### src/rtl/io_map_pkg.sv
// I/O region map shared by the input buffer, output buffer and load mux.
// Offsets are the low 16 address bits inside the I/O window.
package io_map_pkg;

  localparam logic [15:0] IO_SW_OFFSET  = 16'h7800;
  localparam logic [15:0] IO_BTN_OFFSET = 16'h7810;

  localparam int BTN_LEVEL_LSB = 0;
  localparam int BTN_FLAG_LSB  = 8;

endpackage

### src/rtl/debounce_cell.sv
// One pushbutton: two-flop sync, stability counter and debounced level.
// o_rise is high in the cycle whose edge takes the level 0->1.
module debounce_cell #(
  parameter int DEBOUNCE_CYCLES = 250000
) (
  input  logic i_clk,
  input  logic i_reset,
  input  logic i_btn_n,
  output logic o_level,
  output logic o_rise
);

  localparam int CW = $clog2(DEBOUNCE_CYCLES);
  localparam logic [CW-1:0] CNT_MAX = CW'(DEBOUNCE_CYCLES - 1);

  logic          r_meta;
  logic          r_sync;
  logic          r_level;
  logic [CW-1:0] r_cnt;
  logic          w_s;
  logic          w_done;

  assign w_s    = ~r_sync;
  assign w_done = (w_s != r_level) && (r_cnt == CNT_MAX);
  assign o_rise = w_done & w_s;
  assign o_level = r_level;

  // Sync flops reset to the released pin level so reset never looks like a press.
  always_ff @(posedge i_clk or negedge i_reset) begin
    if (!i_reset) begin
      r_meta  <= 1'b1;
      r_sync  <= 1'b1;
      r_level <= 1'b0;
      r_cnt   <= '0;
    end else begin
      r_meta <= i_btn_n;
      r_sync <= r_meta;
      if (w_s == r_level) begin
        r_cnt <= '0;
      end else if (w_done) begin
        r_level <= w_s;
        r_cnt   <= '0;
      end else begin
        r_cnt <= r_cnt + 1'b1;
      end
    end
  end

endmodule

### src/rtl/input_buffer.sv
// Switch/pushbutton input peripheral: sync, debounce, sticky press flags
// with write-1-to-clear, exposed as b_io_sw / b_io_btn read buffers.
module input_buffer
  import io_map_pkg::*;
#(
  parameter int SW_WIDTH        = 10,
  parameter int BTN_WIDTH       = 4,
  parameter int DEBOUNCE_CYCLES = 250000
) (
  input  logic                 i_clk,
  input  logic                 i_reset,
  input  logic [SW_WIDTH-1:0]  i_io_sw,
  input  logic [BTN_WIDTH-1:0] i_io_btn,
  input  logic                 i_st_en,
  input  logic                 i_io_valid,
  input  logic [31:0]          i_st_addr,
  input  logic [31:0]          i_st_data,
  output logic [31:0]          b_io_sw,
  output logic [31:0]          b_io_btn,
  output logic                 o_btn_event
);

  if (DEBOUNCE_CYCLES < 2) begin : g_bad_dc
    $error("DEBOUNCE_CYCLES must be at least 2");
  end
  if (BTN_WIDTH < 1 || BTN_WIDTH > 8) begin : g_bad_btn
    $error("BTN_WIDTH must be 1..8");
  end
  if (SW_WIDTH < 1 || SW_WIDTH > 32) begin : g_bad_sw
    $error("SW_WIDTH must be 1..32");
  end

  logic [SW_WIDTH-1:0]  r_sw_meta;
  logic [SW_WIDTH-1:0]  r_sw_sync;
  logic [BTN_WIDTH-1:0] w_level;
  logic [BTN_WIDTH-1:0] w_rise;
  logic [BTN_WIDTH-1:0] w_clr;
  logic [BTN_WIDTH-1:0] w_flag_nxt;
  logic [BTN_WIDTH-1:0] r_flag;
  logic                 r_event;
  logic                 w_btn_wr;
  logic                 w_unused;

  for (genvar g = 0; g < BTN_WIDTH; g++) begin : g_btn
    debounce_cell #(
      .DEBOUNCE_CYCLES(DEBOUNCE_CYCLES)
    ) u_cell (
      .i_clk   (i_clk),
      .i_reset (i_reset),
      .i_btn_n (i_io_btn[g]),
      .o_level (w_level[g]),
      .o_rise  (w_rise[g])
    );
  end

  assign w_btn_wr = i_st_en & i_io_valid
                  & (i_st_addr[15:0] == IO_BTN_OFFSET);
  assign w_clr = {BTN_WIDTH{w_btn_wr}}
               & i_st_data[BTN_FLAG_LSB +: BTN_WIDTH];
  // A press landing on the same edge as a clear must not be lost.
  assign w_flag_nxt = (r_flag & ~w_clr) | w_rise;
  assign w_unused = ^{i_st_addr[31:16], i_st_data};

  always_ff @(posedge i_clk or negedge i_reset) begin
    if (!i_reset) begin
      r_sw_meta <= '0;
      r_sw_sync <= '0;
      r_flag    <= '0;
      r_event   <= 1'b0;
    end else begin
      r_sw_meta <= i_io_sw;
      r_sw_sync <= r_sw_meta;
      r_flag    <= w_flag_nxt;
      r_event   <= |w_flag_nxt;
    end
  end

  assign b_io_sw     = 32'(r_sw_sync);
  assign o_btn_event = r_event;

  always_comb begin
    b_io_btn = '0;
    b_io_btn[BTN_LEVEL_LSB +: BTN_WIDTH] = w_level;
    b_io_btn[BTN_FLAG_LSB +: BTN_WIDTH]  = r_flag;
  end

endmodule
### config.mk
export PLATFORM = sky130hd
export DESIGN_NAME = input_buffer
export DESIGN_NICKNAME = d
export VERILOG_FILES = /design/src/rtl/io_map_pkg.sv /design/src/rtl/debounce_cell.sv /design/src/rtl/input_buffer.sv
export SDC_FILE = /design/constraint.sdc
export NUM_CORES = 1
export LEC_CHECK = 0
export CORE_AREA = 2 2 152 139
export CTS_CLUSTER_DIAMETER = 40
export DETAILED_ROUTE_END_ITERATION = 8
export DIE_AREA = 0 0 154 141
export PLACE_DENSITY = 0.61
export SYNTH_ARGS = -nofsm -noshare
export SYNTH_HDL_FRONTEND = slang
export SYNTH_SLANG_ARGS = --single-unit
### constraint.sdc
create_clock -name i_clk -period 1.75 [get_ports i_clk]
set_clock_uncertainty 0.1 [all_clocks]
set_input_delay 0.35 -clock i_clk [delete_from_list [all_inputs] [get_ports i_clk]]
set_output_delay 0.35 -clock i_clk [all_outputs]
set_load 0.03 [all_outputs]
==> results.sh <==
export IMPL_hold_path_class="flop to flop"
export IMPL_route_detailed_wl_per_inst_um=12.5
export IMPL_seq_area_um2=2740
export IMPL_place_ws_ns=-0.773
export IMPL_die_x_um=154
export IMPL_rows=50
export IMPL_hold_end="r_sw_sync[4]"
export IMPL_finalPower_mw=5.30
export IMPL_power_frac_seq=0.491
export IMPL_portBuffers=56
export IMPL_cp_required_ns=1.94
export IMPL_synth_seq_cells=109
export IMPL_maxSlewViolCount=0
export IMPL_crit_family="simple AND/OR/NAND/NOR gates"
export IMPL_grt_overflow=0
export IMPL_max_stage_delay_ns=0.68
export IMPL_period_share=1.12
export IMPL_finalSetupTns_ns=-9.02
export IMPL_insertion_delay_ns=0.34
export IMPL_p_comb_frac=0.105
export IMPL_instances_no_fill=878
export IMPL_cp_buffers_inverters=0
export IMPL_synth_top_area_share=0.507
export IMPL_run_status="finished, violations left"
export IMPL_grt_max_degree=64
export IMPL_root_buffer="clkbuf_16"
export IMPL_busiest_layer="met2"
export IMPL_synth_cells=467
export IMPL_r2r_start="g_btn[3].u_cell.r_sync"
export IMPL_nets=699
export IMPL_fin_ws_ns=-0.204
export IMPL_violations="setup timing"
export IMPL_syn_to_final_growth_pct=44.3
export IMPL_end_kind="flop"
export IMPL_grt_pass1_vias=3469
export IMPL_critPathLaunchType="flop"
export IMPL_yosysUniqueCellTypes=38
export IMPL_clock_power_share=0.404
export IMPL_initial_core_util=0.245
export IMPL_cts_tree="done"
export IMPL_holdWs_ns=0.250
export IMPL_drt_iter0_markers=175
export IMPL_swShare=0.253
export IMPL_cts_made_buffers=9
export IMPL_p_per_area_nw_per_um2=738
export IMPL_whs_path_depth=0
export IMPL_htree_levels=3
export IMPL_cp_slowest_cell="or4_4"
export IMPL_grt_use_met2=0.167
export IMPL_antenna_cells=0
export IMPL_arrival_ns=2.14
export IMPL_grt_util_all_layers=0.0999
export IMPL_min_period_ns=1.95
export IMPL_met1_usage=0.131
export IMPL_drt_vias_per_instance=4.17
export IMPL_total_leakage_power_nw=3.01
export IMPL_timing_reg2reg_worst_path_depth=5
export IMPL_core_area_um2=20300
export IMPL_crit_chain="xnor2_4 > nand4_1 > or4_4 > o21ai_2 > or4_1"
export IMPL_io_pins=147
export IMPL_internal_power_mw=3.96
export IMPL_vdd_drop_max_mv=0.493
export IMPL_final_antenna_net_count=0
export IMPL_yosysTopAreaCell="dfrtp_1"
export IMPL_synthTopCellsByArea="dfrtp_1 51%, buf_4 8.0%, xor2_1 6.7%"
export IMPL_place_gp_congestion=0.787
export IMPL_dpl_cell_count=847
export IMPL_timing_rr_end="o_btn_event"
export IMPL_crit_fanout=7
export IMPL_die_area_um2=21700
export IMPL_finalSetupViolations=78
export IMPL_r2r_slack_ns=-0.20
export IMPL_die_height_um=141
export IMPL_worstHoldStart="r_sw_meta[4]"
export IMPL_max_freq_mhz=512
export IMPL_multi_input_area_um2=2560
export IMPL_fillers=2032
export IMPL_drc_errors=0
export IMPL_hpwl_um=7270
export IMPL_clkSinkCount=109
export IMPL_syn_mean_instance_area_um2=10.7
export IMPL_post_route_cells_drive_above_1_share=0.333
export IMPL_firstDrtPassIters=4
export IMPL_drv_cap=0
export IMPL_critPathKind="flop to flop"
export IMPL_rsz0062_at_grt="yes"
export IMPL_cts_clk_slew_worst_paths_ns=0.08
export IMPL_wirelength_um=11000
export IMPL_route_vias_total=3663
export IMPL_p_switching_mw=1.34
export IMPL_cts_buffer_depth=2
export IMPL_yosysSeqAreaShare=0.549
export IMPL_met3_usage=0.0264
export IMPL_antenna_found_initial=0
export IMPL_syn_area_um2=4980
export IMPL_grt_pass1_wl_um=17400
export IMPL_ys_warnings_count=0
export IMPL_finalHoldViolations=0
==> cell usage in the layout (no fill, tap or decap), types with 3 or more instances in the layout <==
master,count
nand4_1,23
inv_6,5
nand3_1,28
nor4_4,3
dlygate4sd2_1,16
xor2_1,37
nor2_2,33
nor3_1,4
dfstp_2,8
o21ai_1,6
and4_1,3
clkdlybuf4s50_1,35
clkbuf_16,9
o21ai_2,5
nor2_4,21
inv_1,5
buf_12,3
dfrtp_1,101
nor2_1,29
conb_1,46
and3_4,3
nor4_2,3
buf_4,74
or4_4,3
and3_1,12
nand2_1,21
nand2_4,3
nand2_8,8
buf_6,6
ha_1,4
xnor2_1,27
nor4b_2,3
==> power groups by stage <==
stage / clock network [mW] / registers [mW] / logic, mW
after global placement: 0 / 2.65 / 0.470
final: 2.14 / 2.61 / 0.554
after floorplan: 0 / 2.68 / 0.289
after global routing: 2.32 / 2.61 / 0.598
after detailed placement: 0 / 2.66 / 0.470
after CTS: 2.22 / 2.61 / 0.514
==> per-layer routing <==
metal,vias to the layer above,wire length (um)
met5,-,0
li1,1790,-
met4,0,43
met2,70,5650
met1,1799,4830
met3,4,471
==> how the worst max path moves through the flow <==
stage | start | cells past startpoint | to
2_1_floorplan | g_btn[3].u_cell.r_sync | 6 | g_btn[3].u_cell.r_cnt[8]
4_1_cts | i_st_addr[7] | 6 | o_btn_event
6_report | g_btn[3].u_cell.r_sync | 5 | o_btn_event
5_1_grt | g_btn[3].u_cell.r_sync | 5 | o_btn_event
3_3_place_gp | i_st_addr[4] | 6 | o_btn_event
3_5_place_dp | i_st_addr[4] | 6 | o_btn_event
==> cell type report <==
class | count | area share
sequential | 109 | 0.381
multi-input combinational | 348 | 0.356
timing repair buffer | 140 | 0.172
tap | 260 | 0.0452
clock buffer | 10 | 0.0332
clock inverter | 6 | 0.0103
inverter | 5 | 0.00261
==> synthesized netlist by cell type <==
master,count
nor4_1,7
and4b_1,1
nand4b_1,2
nor3_2,1
and3_2,1
nor4b_2,1
nand3b_1,2
o21ai_2,1
or3b_2,1
dfstp_2,8
and3_1,14
nand2_1,23
nand2_4,1
ha_1,4
and4_1,3
nand2b_1,1
o21ai_0,11
or4b_1,2
dfrtp_1,101
or4_4,1
nor4b_1,2
nor2_1,83
nor4bb_1,1
xnor2_1,30
clkbuf_1,1
nor2b_1,1
nand3_1,29
nand2_2,2
nand4_1,23
inv_1,5
buf_6,2
nor4_2,1
conb_1,1
or3_1,1
xor2_1,38
nor3_1,5
buf_4,53
or4_1,3
==> state kept, by name, summed over array words and instances (netlist names) <==
| signal | flops |
|---|---|
| r_sw_sync | 10 |
| g_btn.u_cell.r_sync | 4 |
| g_btn.u_cell.r_meta | 4 |
| g_btn.u_cell.o_level | 4 |
| g_btn.u_cell.r_cnt | 72 |
| o_btn_event | 1 |
| r_flag | 4 |
| r_sw_meta | 10 |
==> cells by family after synthesis <==
group           after synthesis  share of synthesized area
flops                       109                      0.549
fa+ha+maj                     4                     0.0100
buf+inv                      61                     0.0889
simple gates                212                      0.219
other cells                   1                   0.000752
compound gates               12                     0.0128
xor+xnor                     68                      0.120
==> metrics by stage <==
stage                      util  cell area [um^2]
after global placement    0.307              6240
after global routing      0.354              7190
after CTS                 0.337              6840
after floorplan               -              5200
after detailed placement  0.307              6240
final                     0.354              7190
==> what timing repair did <==
item	4_1_cts	5_1_grt
gates resized for setup	67	90
setup buffers	6	0
hold endpoints to repair	41	0
hold buffers	1	0
gates cloned	5	3
pin swaps	36	32
endpoints found under the setup margin	100	81
Power figures use the tool's default switching activity.
